--- src/rtl/block_sync_seeker_pkg.sv ---
// Shared constants, FSM state type and header check for the 64b/66b block sync seeker.
package seeker_pkg;

   localparam logic [1:0] HDR_DATA = 2'b01;
   localparam logic [1:0] HDR_CMD  = 2'b10;
   localparam int         WIN_W    = 67;
   localparam int         N_CAND   = 66;
   localparam int         BUF_W    = 194;

   typedef enum logic {
      HUNT   = 1'b0,
      LOCKED = 1'b1
   } seek_state_t;

   function automatic logic hdr_valid(input logic [1:0] hdr);
      return (hdr == HDR_DATA) || (hdr == HDR_CMD);
   endfunction

endpackage

--- src/rtl/block_sync_seeker_if.sv ---
// Gearbox-side bus and lock status of the block sync seeker.
// SEEKER_STATS_EN adds the lock_loss_cnt_o statistics signal.
interface block_sync_seeker_if;
   import seeker_pkg::*;

   logic [BUF_W-1:0] gbox_buffer;
   logic [5:0]       gbox_cnt;
   logic             buffer_dv;
   logic [6:0]       block_offset;
   logic             locked_o;
   logic             lock_lost_o;

`ifdef SEEKER_STATS_EN
   logic [15:0]      lock_loss_cnt_o;

   modport master (
      output gbox_buffer, gbox_cnt, buffer_dv,
      input  block_offset, locked_o, lock_lost_o, lock_loss_cnt_o
   );
   modport slave (
      input  gbox_buffer, gbox_cnt, buffer_dv,
      output block_offset, locked_o, lock_lost_o, lock_loss_cnt_o
   );
`else
   modport master (
      output gbox_buffer, gbox_cnt, buffer_dv,
      input  block_offset, locked_o, lock_lost_o
   );
   modport slave (
      input  gbox_buffer, gbox_cnt, buffer_dv,
      output block_offset, locked_o, lock_lost_o
   );
`endif

endinterface

--- src/rtl/block_sync_seeker_argmax.sv ---
// Two-stage registered max tree over hunter counts; ties go to the lowest hunter index.
module seeker_argmax
   import seeker_pkg::*;
#(
   parameter int N_SEEKERS = 11,
   parameter int CNT_W     = 6
) (
   input  logic                                 clk_i,
   input  logic                                 rst_i,
   input  logic                                 flush_i,
   input  logic [N_SEEKERS-1:0][CNT_W-1:0]      cnt_i,
   input  logic [N_SEEKERS-1:0][6:0]            off_i,
   output logic [CNT_W-1:0]                     best_cnt,
   output logic [6:0]                           best_off
);

   localparam int N_GRP = (N_SEEKERS + 3) / 4;

   logic [N_GRP-1:0][CNT_W-1:0] grp_cnt_s;
   logic [N_GRP-1:0][6:0]       grp_off_s;
   logic [N_GRP-1:0][CNT_W-1:0] grp_cnt_r;
   logic [N_GRP-1:0][6:0]       grp_off_r;
   logic [CNT_W-1:0]            top_cnt_s;
   logic [6:0]                  top_off_s;

   // Stage 1: best of each group of up to four hunters (strict > keeps the lower index).
   always_comb begin : stage1_max
      int   idx;
      logic take;
      for (int g = 0; g < N_GRP; g++) begin
         grp_cnt_s[g] = cnt_i[g*4];
         grp_off_s[g] = off_i[g*4];
         for (int k = 1; k < 4; k++) begin
            idx  = ((g*4 + k) < N_SEEKERS) ? (g*4 + k) : (N_SEEKERS - 1);
            take = ((g*4 + k) < N_SEEKERS) && (cnt_i[idx] > grp_cnt_s[g]);
            grp_cnt_s[g] = take ? cnt_i[idx] : grp_cnt_s[g];
            grp_off_s[g] = take ? off_i[idx] : grp_off_s[g];
         end
      end
   end

   // Stage 2: best across the registered group winners.
   always_comb begin : stage2_max
      logic take;
      top_cnt_s = grp_cnt_r[0];
      top_off_s = grp_off_r[0];
      for (int g = 1; g < N_GRP; g++) begin
         take      = grp_cnt_r[g] > top_cnt_s;
         top_cnt_s = take ? grp_cnt_r[g] : top_cnt_s;
         top_off_s = take ? grp_off_r[g] : top_off_s;
      end
   end

   // Pipeline registers; a flush drops stale results when the hunters are wiped on unlock.
   always_ff @(posedge clk_i) begin
      if (rst_i || flush_i) begin
         grp_cnt_r <= '0;
         grp_off_r <= '0;
         best_cnt  <= '0;
         best_off  <= 7'd0;
      end else begin
         grp_cnt_r <= grp_cnt_s;
         grp_off_r <= grp_off_s;
         best_cnt  <= top_cnt_s;
         best_off  <= top_off_s;
      end
   end

endmodule

--- src/rtl/block_sync_seeker.sv ---
// 64b/66b block-header alignment seeker: parallel hunters, pipelined argmax, HUNT/LOCKED tracking.
// Defining SEEKER_STATS_EN adds a saturating 16-bit lock-loss counter output.
module block_sync_seeker
   import seeker_pkg::*;
#(
   parameter int N_SEEKERS   = 11,
   parameter int CNT_W       = 6,
   parameter int LOCK_THRESH = 32,
   parameter int FRAME_LEN   = 64,
   parameter int BAD_THRESH  = 16
) (
   input  logic                 clk_i,
   input  logic                 rst_i,
   block_sync_seeker_if.slave   sif
);

   localparam int P     = N_CAND / N_SEEKERS;
   localparam int POS_W = (P > 1) ? $clog2(P) : 1;
   localparam int FRM_W = $clog2(FRAME_LEN);
   localparam int BAD_W = $clog2(BAD_THRESH + 1);

   logic [7:0]                        win_base_s;
   logic [WIN_W-1:0]                  win_r;
   logic                              win_vld_r;
   logic [N_SEEKERS-1:0][CNT_W-1:0]   hcnt_r;
   logic [N_SEEKERS-1:0][POS_W-1:0]   hpos_r;
   logic [N_SEEKERS-1:0][6:0]         hoff_s;
   logic [N_SEEKERS-1:0]              hvld_s;
   logic [CNT_W-1:0]                  best_cnt_s;
   logic [6:0]                        best_off_s;
   seek_state_t                       state_r;
   logic [6:0]                        blk_off_r;
   logic                              locked_r;
   logic                              lost_r;
   logic [FRM_W-1:0]                  frame_cnt_r;
   logic [BAD_W-1:0]                  bad_cnt_r;
   logic [BAD_W-1:0]                  bad_nxt_s;
   logic                              lock_hdr_ok_s;
   logic                              unlock_s;

   assign win_base_s    = 8'd193 - {2'b00, sif.gbox_cnt};
   assign lock_hdr_ok_s = hdr_valid(win_r[blk_off_r +: 2]);
   assign bad_nxt_s     = bad_cnt_r + (lock_hdr_ok_s ? BAD_W'(0) : BAD_W'(1));
   assign unlock_s      = (state_r == LOCKED) && (bad_cnt_r >= BAD_W'(BAD_THRESH));

   // Window capture from the gearbox buffer.
   always_ff @(posedge clk_i) begin
      if (rst_i) begin
         win_r     <= '0;
         win_vld_r <= 1'b0;
      end else if (sif.buffer_dv) begin
         win_r     <= sif.gbox_buffer[win_base_s -: WIN_W];
         win_vld_r <= 1'b1;
      end else begin
         win_vld_r <= 1'b0;
      end
   end

   // Candidate offset and header check for every hunter.
   always_comb begin
      for (int j = 0; j < N_SEEKERS; j++) begin
         hoff_s[j] = 7'(hpos_r[j]) * 7'(N_SEEKERS) + 7'(j);
         hvld_s[j] = hdr_valid(win_r[hoff_s[j] +: 2]);
      end
   end

   // Hunters: count consecutive valid headers, step to the next candidate on a miss.
   always_ff @(posedge clk_i) begin
      if (rst_i || unlock_s) begin
         hcnt_r <= '0;
         hpos_r <= '0;
      end else if (win_vld_r) begin
         for (int j = 0; j < N_SEEKERS; j++) begin
            if (hvld_s[j]) begin
               hcnt_r[j] <= (hcnt_r[j] == {CNT_W{1'b1}}) ? hcnt_r[j] : hcnt_r[j] + CNT_W'(1);
            end else begin
               hcnt_r[j] <= '0;
               hpos_r[j] <= (hpos_r[j] == POS_W'(P - 1)) ? '0 : hpos_r[j] + POS_W'(1);
            end
         end
      end else begin
         hcnt_r <= hcnt_r;
      end
   end

   seeker_argmax #(
      .N_SEEKERS (N_SEEKERS),
      .CNT_W     (CNT_W)
   ) u_argmax (
      .clk_i     (clk_i),
      .rst_i     (rst_i),
      .flush_i   (unlock_s),
      .cnt_i     (hcnt_r),
      .off_i     (hoff_s),
      .best_cnt  (best_cnt_s),
      .best_off  (best_off_s)
   );

   // Lock FSM; an unlock that coincides with the frame end keeps bad_cnt so it still fires.
   always_ff @(posedge clk_i) begin
      if (rst_i) begin
         state_r     <= HUNT;
         blk_off_r   <= 7'd0;
         locked_r    <= 1'b0;
         lost_r      <= 1'b0;
         frame_cnt_r <= '0;
         bad_cnt_r   <= '0;
      end else begin
         case (state_r)
            HUNT: begin
               lost_r      <= 1'b0;
               frame_cnt_r <= '0;
               bad_cnt_r   <= '0;
               if (best_cnt_s >= CNT_W'(LOCK_THRESH)) begin
                  state_r   <= LOCKED;
                  blk_off_r <= best_off_s;
                  locked_r  <= 1'b1;
               end else begin
                  locked_r  <= 1'b0;
               end
            end
            LOCKED: begin
               if (unlock_s) begin
                  state_r     <= HUNT;
                  locked_r    <= 1'b0;
                  lost_r      <= 1'b1;
                  frame_cnt_r <= '0;
                  bad_cnt_r   <= '0;
               end else if (win_vld_r) begin
                  locked_r <= 1'b1;
                  lost_r   <= 1'b0;
                  if (frame_cnt_r == FRM_W'(FRAME_LEN - 1)) begin
                     frame_cnt_r <= '0;
                     bad_cnt_r   <= (bad_nxt_s >= BAD_W'(BAD_THRESH)) ? bad_nxt_s : '0;
                  end else begin
                     frame_cnt_r <= frame_cnt_r + FRM_W'(1);
                     bad_cnt_r   <= bad_nxt_s;
                  end
               end else begin
                  locked_r <= 1'b1;
                  lost_r   <= 1'b0;
               end
            end
            default: begin
               state_r     <= HUNT;
               locked_r    <= 1'b0;
               lost_r      <= 1'b0;
               frame_cnt_r <= '0;
               bad_cnt_r   <= '0;
            end
         endcase
      end
   end

   assign sif.block_offset = blk_off_r;
   assign sif.locked_o     = locked_r;
   assign sif.lock_lost_o  = lost_r;

`ifdef SEEKER_STATS_EN
   logic [15:0] loss_cnt_r;

   // Saturating count of lock losses.
   always_ff @(posedge clk_i) begin
      if (rst_i) begin
         loss_cnt_r <= 16'd0;
      end else if (unlock_s && (loss_cnt_r != 16'hFFFF)) begin
         loss_cnt_r <= loss_cnt_r + 16'd1;
      end else begin
         loss_cnt_r <= loss_cnt_r;
      end
   end

   assign sif.lock_loss_cnt_o = loss_cnt_r;
`endif

endmodule
--- src/flat_wrapper.sv ---
// flat-port wrapper written by rule: the top's interface ports become plain ports
module block_sync_seeker_flat import seeker_pkg::*;
#(
   parameter int N_SEEKERS   = 11,
   parameter int CNT_W       = 6,
   parameter int LOCK_THRESH = 32,
   parameter int FRAME_LEN   = 64,
   parameter int BAD_THRESH  = 16
)
  (clk_i, rst_i, sif_gbox_buffer, sif_gbox_cnt, sif_buffer_dv, sif_block_offset, sif_locked_o, sif_lock_lost_o);
  block_sync_seeker_if sif_i ();
  input  logic clk_i;
  input  logic rst_i;
  input wire logic [$bits(sif_i.gbox_buffer)-1:0] sif_gbox_buffer;
  input wire logic [$bits(sif_i.gbox_cnt)-1:0] sif_gbox_cnt;
  input wire logic [$bits(sif_i.buffer_dv)-1:0] sif_buffer_dv;
  output wire logic [$bits(sif_i.block_offset)-1:0] sif_block_offset;
  output wire logic [$bits(sif_i.locked_o)-1:0] sif_locked_o;
  output wire logic [$bits(sif_i.lock_lost_o)-1:0] sif_lock_lost_o;
  assign sif_i.gbox_buffer = sif_gbox_buffer;
  assign sif_i.gbox_cnt = sif_gbox_cnt;
  assign sif_i.buffer_dv = sif_buffer_dv;
  assign sif_block_offset = sif_i.block_offset;
  assign sif_locked_o = sif_i.locked_o;
  assign sif_lock_lost_o = sif_i.lock_lost_o;
  block_sync_seeker #(.N_SEEKERS(N_SEEKERS), .CNT_W(CNT_W), .LOCK_THRESH(LOCK_THRESH), .FRAME_LEN(FRAME_LEN), .BAD_THRESH(BAD_THRESH)) u_core (.clk_i(clk_i), .rst_i(rst_i), .sif(sif_i));
endmodule
--- config.mk ---
export PLATFORM = sky130hd
export DESIGN_NAME = block_sync_seeker_flat
export DESIGN_NICKNAME = d
export VERILOG_FILES = /design/src/rtl/block_sync_seeker_pkg.sv /design/src/rtl/block_sync_seeker_if.sv /design/src/rtl/block_sync_seeker_argmax.sv /design/src/rtl/block_sync_seeker.sv /design/src/flat_wrapper.sv
export SDC_FILE = /design/constraint.sdc
export NUM_CORES = 1
export LEC_CHECK = 0
export CAP_MARGIN = 15
export CORE_AREA = 2 2 301 303
export CTS_CLUSTER_SIZE = 12
export DETAILED_ROUTE_END_ITERATION = 8
export DIE_AREA = 0 0 303 305
export SYNTH_ARGS = -nofsm -noshare
export SYNTH_HDL_FRONTEND = slang
export SYNTH_SLANG_ARGS = --single-unit
--- constraint.sdc ---
create_clock -name clk_i -period 7.3 [get_ports clk_i]
set_clock_uncertainty 0.05 [all_clocks]
set_input_delay 2.19 -clock clk_i [delete_from_list [all_inputs] [get_ports clk_i]]
set_output_delay 2.19 -clock clk_i [all_outputs]
set_load 0.05 [all_outputs]
==> flow_summary.json, run 1 <==
{
  "place_congestion": 0.977,
  "ys_ff_latch": 234,
  "cts_hold_repair.buffers": 0,
  "gr-usage-all-layers_pct": 26.4,
  "layout.nets": 4133,
  "grt_first_pass_wirelength_mm": 191,
  "timing.setup.critical_path_class": "flop to flop",
  "grt_max_degree": 136,
  "multi_input_area_mm2": 0.0286,
  "compound_cell_area_share_of_the_yosys_netlist_pct": 14.4,
  "timing.critical_path.arrival_ns": 6.54,
  "netlist-cell-type-count": 81,
  "hold_end": "u_core.sif.block_offset[2]",
  "cts.repair.resized": 0,
  "dieArea_mm2": 0.0924,
  "synth.net_count": 4285,
  "total_leakage_power_uw": 0.0150,
  "cp-end-kind": "flop",
  "crit_required_ns": 7.75,
  "antenna_violations_before_repair": 1,
  "cts_tree": "yes",
  "cap_violations": 0,
  "vias_per_cell": 6.60,
  "r2r_setup_slack_ns": 1.21,
  "final_max_slew_viol_count": 0,
  "first_global_vias": 31100,
  "dp_hpwl_mm": 88.6,
  "synth_adder_area_share_pct": 7.20,
  "grt_setup_unrepaired": "false",
  "async_reset_ff_share_pct": 0,
  "totalNegativeSetupSlack_ns": 0,
  "n_fill_cell": 8687,
  "synth-simple-area-share_pct": 14.5,
  "seq_area_frac_synth_pct": 13.2,
  "row_count": 110,
  "power_per_cell_area_mw_per_mm2": 282,
  "hp-start": "u_core.u_argmax.best_off[2]",
  "worstHoldPathCells": 2,
  "htree_levels": 1,
  "rr_endpoint": "u_core.u_argmax.grp_off_r[11]",
  "violations": "design-rule violations",
  "synth-xor-area-share_pct": 1.95,
  "min_period_ns": 6.09,
  "numPortBuffers": 149,
  "muxShareOfSynthArea_pct": 42.4,
  "wire_per_inst_um": 25.1,
  "drtIter0Drc": 3997,
  "fp.dieW_um": 303,
  "setup-violations-final": 0,
  "area_delta_synth_final_pct": 9.44,
  "postSynth.topFlopCell": "dfxtp_1",
  "finalWirelength_mm": 124,
  "clk_pin_slew_worst_paths_ns": 0.06,
  "worstReg2RegStart": "u_core.hcnt_r[33]",
  "min_path_type": "flop to flop",
  "grt-ovfl-total": 0,
  "netlist_area_mm2": 0.0354,
  "ff_latch_area_mm2": 0.00470,
  "drc": 3,
  "worst_pin_slew_ns": 1.30,
  "synth_top_family_by_area": "multiplexers",
  "layout.cell_area.non_filler_mm2": 0.0388,
  "clk-insertion-delay-late_ns": 0.60,
  "drtPass1Iterations": 9,
  "initial_core_util_pct": 39.7,
  "antenna_violating_nets_left": 0,
  "period_share_pct": 83.4,
  "routed-via-count": 32600,
  "startpoint_type_of_the_worst_setup_path": "flop",
  "cts.root.buffer_cell": "clkbuf_16",
  "cts_sinks": 234,
  "ctsLongestPathBuffers": 3,
  "layout-drive-gt1-share_pct": 20.9,
  "core_region_area_mm2": 0.0893,
  "critical_path_peak_fanout": 21,
  "synthesis.yosys.warnings": 0,
  "post_cts_buffers": 0,
  "post_dp_cell_area_mm2": 0.0377,
  "antennaDiodeCount": 0,
  "number_of_enable_type_register_cells_in_the_synthesized_netlist": 0,
  "final_hold_viol_count": 0,
  "clock.fmax_ghz": 0.164,
  "cts_inserted_buffers": 30,
  "r2r_depth": 21,
  "power.ir.vdd_worst_uv": 223,
  "post_synth_inst_count": 3883,
  "num_io_pins": 212,
  "post_synth.cell_area_avg_um2": 9.13,
  "outcome": "finished with violations",
  "timing.max_slew.rel_slack_pct": 13.0,
  "die_y_um": 305
}
worst max-delay path by stage:
stage                                          endpoint  slack (ns)  depth (start not counted)         startpoint
after floorplan                        u_core.win_r[23]        1.52                         16    sif_gbox_cnt[1]
after global placement     u_core.u_argmax.grp_off_r[1]        1.29                         27   u_core.hcnt_r[3]
after detailed placement  u_core.u_argmax.grp_cnt_r[10]        1.22                         21  u_core.hcnt_r[33]
after CTS                 u_core.u_argmax.grp_off_r[11]        1.18                         21  u_core.hcnt_r[33]
after global routing      u_core.u_argmax.grp_off_r[11]        0.57                         22  u_core.hcnt_r[33]
final                     u_core.u_argmax.grp_off_r[11]        1.21                         21  u_core.hcnt_r[33]
cells in the mapped netlist (8+ instances only):
master    number  area [um2]
nand2_1      537        2020
mux4_2       524       11800
nor2_1       383        1440
clkbuf_1     332        1250
mux2i_1      275        2750
dfxtp_1      234        4680
ha_1         191        2390
o21ai_0      166         831
a21oi_1      154         771
inv_1        119         447
a211oi_1      89         668
nand3_1       76         380
o211ai_1      66         495
buf_2         59         295
buf_1         49         184
xnor2_1       47         412
nor3_1        43         215
mux2_2        42         473
a21o_1        33         248
xor2_1        32         280
nand4_1       30         188
a311oi_1      28         245
a31oi_1       23         144
nand2b_1      23         144
and3_1        22         138
o22ai_1       22         138
o21a_1        21         158
a32oi_1       19         166
nor2b_1       18         113
a211o_1       15         131
o221ai_1      13         114
or3_1         11        68.8
and4_1        10        87.6
o31ai_1       10        75.1
a41oi_1        9        78.8
or2_2          9        56.3
and2_1         8        50.1
fa_1           8         160
layout make-up:
type,instances,area share [%]
multi-input cells,3080,73.8
flip-flops and latches,234,12.1
repair buffers,263,6.27
well taps,1176,3.79
clock buffers,41,2.30
inverters,122,1.19
clock inverters,14,0.510
registers in the layout, indices dropped and copies added (netlist names), 5 cells and up:
register / flops
u_core.sif.block_offset: 7
u_core.hpos_r: 33
u_core.win_r: 67
u_core.frame_cnt_r: 6
u_core.bad_cnt_r: 5
u_core.hcnt_r: 66
u_core.u_argmax.grp_off_r: 21
u_core.u_argmax.best_off: 7
u_core.u_argmax.grp_cnt_r: 18
cell usage in the layout, fill, tap and decap left out, types with 33 or more instances in the layout:
cell type and n:
o211ai_1 66, inv_1 119, xnor2_1 44, mux2i_1 275, mux2_2 42, o21ai_0 166, a21o_1 33, nor3_1 42
nand3_1 76, clkdlybuf4s50_1 145, a21oi_1 153, buf_4 108, ha_1 186, a211oi_1 89, nor2_1 383, dfxtp_1 226
nand2_1 536, mux4_2 524
power by group:
group | switching, uW | total [uW] | internal [uW]
Sequential | 332 | 1780 | 1450
Combinational | 4070 | 7510 | 3450
Clock | 643 | 1640 | 997
Total | 5040 | 10900 | 5890
through the flow:
stage                     hold slack [ns]  setup WS, ns  std cells  total power, uW  util (%)
after CTS                           0.421          1.18       4929            10900      43.4
after floorplan                     0.391          1.52       3883             7480         -
after global routing                0.450         0.571       4930            11600      43.4
final                               0.420          1.21       4930            10900      43.4
after global placement              0.401          1.29       4874             9130      42.2
after detailed placement            0.407          1.22       4874             9210      42.2
kinds of logic after synthesis:
kind of cell	after synthesis
and+or+nand+nor	1201
muxes	841
AOI/OAI and AO/OA	760
buffers and inverters	569
DFF	234
adders and majority gates	199
xor gates and xnor gates	79
worst max-delay path, cell delays in order, from the launching register on:
cell and delay, ns:
dfxtp_1 0.48, ha_1 0.30, a21o_1 0.16, a21o_1 0.17, a221oi_1 0.36, nor2_1 0.16
a21oi_1 0.35, ha_1 0.31, and2_1 0.19, o2111a_1 0.15, a311oi_1 0.49, a21o_1 0.57
o21ai_0 0.17, ha_1 0.32, nor2b_1 0.14, o21a_1 0.16, o21a_1 0.16, o21a_1 0.17
o21a_1 0.18, o22a_1 0.38, or3_1 0.42, a31oi_1 0.16
layer usage:
| metal | track usage [%] | vias up | share of wire [%] |
|---|---|---|---|
| met5 | 0 | - | 0.011 |
| met4 | 9.78 | 2 | 4.3 |
| met3 | 5.45 | 326 | 11 |
| met2 | 41.6 | 1905 | 46 |
| met1 | 35.5 | 15800 | 39 |
| li1 | - | 14500 | - |
Note: power is estimated with default switching activity, not from simulation.
==> run 2: changes to the inputs <==
==> constraint.sdc (replaced) <==
create_clock -name clk_i -period 5.5 [get_ports clk_i]
set_clock_uncertainty 0.05 [all_clocks]
set_input_delay 1.65 -clock clk_i [delete_from_list [all_inputs] [get_ports clk_i]]
set_output_delay 1.65 -clock clk_i [all_outputs]
set_load 0.05 [all_outputs]
==> run 2 against run 1 <==
Against the previous run: fmax is 18% higher; largest cell class unchanged; via count is 1.2% higher; the flow still finishes with violations (design-rule violations); critical path type unchanged; critical path depth is 5 higher; worst hold slack worse by 0.0054 ns; sequential share of layout area is 0.19 points lower; final cell count is 1.2% higher; highest routed layer unchanged; first-iteration DRC count is 0.35% lower; clock-buffer cell count is 5 lower; core utilization is 0.70 points higher; register-to-register slack worse by 0.89 ns; largest power group unchanged; power is 35% higher.
==> flow_summary.json, run 2 (synthesis gave the netlist of run 1 again) <==
{
  "n_fill_cell": 8615,
  "critical_path_peak_fanout": 9,
  "cts_sinks": 234,
  "cp-end-kind": "flop",
  "startpoint_type_of_the_worst_setup_path": "flop",
  "wire_per_inst_um": 25.2,
  "placedCellCount": 4934,
  "cts.root.buffer_cell": "clkbuf_16",
  "layout.cell_area.non_filler_mm2": 0.0394,
  "grt_setup_unrepaired": "false",
  "layout-drive-gt1-share_pct": 22.6,
  "area_delta_synth_final_pct": 11.2,
  "final_util_pct": 44.1,
  "cap_violations": 0,
  "clock.fmax_ghz": 0.193,
  "worstHoldPathCells": 2,
  "grt-ovfl-total": 0,
  "most-common-layout-cells": "nand2_1, mux4_2, nor2_1",
  "min_path_type": "flop to flop",
  "finalWirelength_mm": 126,
  "fp.dieW_um": 303,
  "antenna_violating_nets_left": 0,
  "drtIter0Drc": 3983,
  "initial_core_util_pct": 39.7,
  "mostFrequentLayoutCell": "nand2_1",
  "grt_max_degree": 97,
  "dp_hpwl_mm": 91.1,
  "final_max_slew_viol_count": 0,
  "vias_per_cell": 6.60,
  "power_per_cell_area_mw_per_mm2": 373,
  "totalNegativeSetupSlack_ns": 0,
  "ff_latch_area_mm2": 0.00470,
  "antenna_violations_before_repair": 2,
  "dieArea_mm2": 0.0924,
  "layout.nets": 4196,
  "r2r_depth": 26,
  "hp-start": "u_core.u_argmax.best_off[3]",
  "min_period_ns": 5.18,
  "worstReg2RegStart": "u_core.hcnt_r[3]",
  "gr-usage-all-layers_pct": 26.8,
  "crit_path_start": "u_core.hcnt_r[3]",
  "htree_levels": 1,
  "grt_first_pass_wirelength_mm": 193,
  "row_count": 110,
  "cts_tree": "yes",
  "r2r_setup_slack_ns": 0.32,
  "die_y_um": 305,
  "outcome": "finished with violations",
  "numPortBuffers": 149,
  "rr_endpoint": "u_core.u_argmax.grp_off_r[5]",
  "finish.cell_count_without_fillers": 4991,
  "clk-insertion-delay-late_ns": 0.59,
  "timing.critical_path.arrival_ns": 5.64,
  "cts_inserted_buffers": 29,
  "drtPass1Iterations": 8,
  "power.ir.vdd_worst_uv": 290,
  "period_share_pct": 94.1,
  "post_dp_cell_area_mm2": 0.0383,
  "violations": "design-rule violations",
  "core_region_area_mm2": 0.0893,
  "drc": 2,
  "multi_input_area_mm2": 0.0287,
  "ctsLongestPathBuffers": 3,
  "clk_pin_slew_worst_paths_ns": 0.06,
  "timing.setup.critical_path_class": "flop to flop",
  "timing.max_slew.rel_slack_pct": 16.5,
  "hold_end": "u_core.sif.block_offset[3]",
  "total_leakage_power_uw": 0.0153,
  "setup-violations-final": 0,
  "final_hold_viol_count": 0,
  "antennaDiodeCount": 0,
  "place_congestion": 0.962,
  "first_global_vias": 31300,
  "cts_hold_repair.buffers": 0,
  "routed-via-count": 32900,
  "worst_pin_slew_ns": 1.25,
  "num_io_pins": 212,
  "final.hold.worst_slack_ns": 0.415,
  "register_with_the_highest_flop_count": "u_core.win_r",
  "largest_register_ffs": 67,
  "top_regs": "u_core.win_r x67, u_core.hcnt_r x66, u_core.hpos_r x33",
  "crit_required_ns": 5.97
}
[run 2: cell types whose count changed in the layout (fill, tap and decap cells not counted), sizes merged]
cell | before | now
clkinvlp | 2 | 3
buf | 118 | 182
clkbuf | 41 | 36
inv | 124 | 122
clkinv | 6 | 9
[run 2: final cells by class]
type                    instances  share of cell area [%]
repair buffers                327                    7.77
clock buffers                  36                    2.04
well taps                    1176                    3.73
multi-input cells            3080                    72.9
flip-flops and latches        234                    11.9
clock inverters                16                   0.495
inverters                     122                    1.17
[run 2: critical path: stages (launching register included)]
cell and delay, ns:
dfxtp_2 0.36, inv_1 0.07, ha_1 0.30, a21o_1 0.16, a21o_1 0.18, a221oi_2 0.27
nor2_1 0.09, buf_4 0.17, a21oi_1 0.22, ha_1 0.28, and2_1 0.19, nand2_1 0.13
nor3_2 0.06, nand3_1 0.13, nand2_2 0.10, a21o_1 0.20, nand2_1 0.07, o21ai_0 0.08
ha_1 0.29, nor2b_1 0.14, o21a_1 0.16, o21a_1 0.16, o21a_1 0.18, o31a_4 0.34
a211o_4 0.31, or2_2 0.28, a31oi_1 0.14
[run 2: where the power goes]
group	total, uW	internal (uW)	switching [uW]
combinational	10300	4830	5480
clock	2060	1220	845
sequential	2340	1930	414
total	14700	7980	6740
[run 2: worst max path at each step]
stage	cells after the start	endpoint
floorplan	28	u_core.u_argmax.grp_off_r[9]
global placement	27	u_core.u_argmax.grp_off_r[5]
detailed placement	27	u_core.u_argmax.grp_off_r[5]
CTS	27	u_core.u_argmax.grp_off_r[5]
global route	27	u_core.u_argmax.grp_off_r[5]
finish	26	u_core.u_argmax.grp_off_r[5]
[run 2: repair_timing]
item | in CTS | in global routing
gates resized for setup | 0 | 16
endpoints found under the setup margin | 0 | 26
buffers inserted | 0 | 3
[run 2: per-stage QoR]
step,total power (uW),setup WS (ns)
floorplan,9930,0.0351
global route,15600,0.0214
detailed placement,12400,0.0323
finish,14700,0.323
global placement,12300,0.110
CTS,14500,0.00506
[run 2: metal layers]
layer / track usage, % / vias to the layer above / part of all wire, %
li1: - / 14600 / -
met1: 35.0 / 16000 / 38
met2: 42.5 / 2037 / 46
met3: 6.58 / 330 / 11
met4: 10.5 / 2 / 4.5
met5: 0.741 / - / 0.066
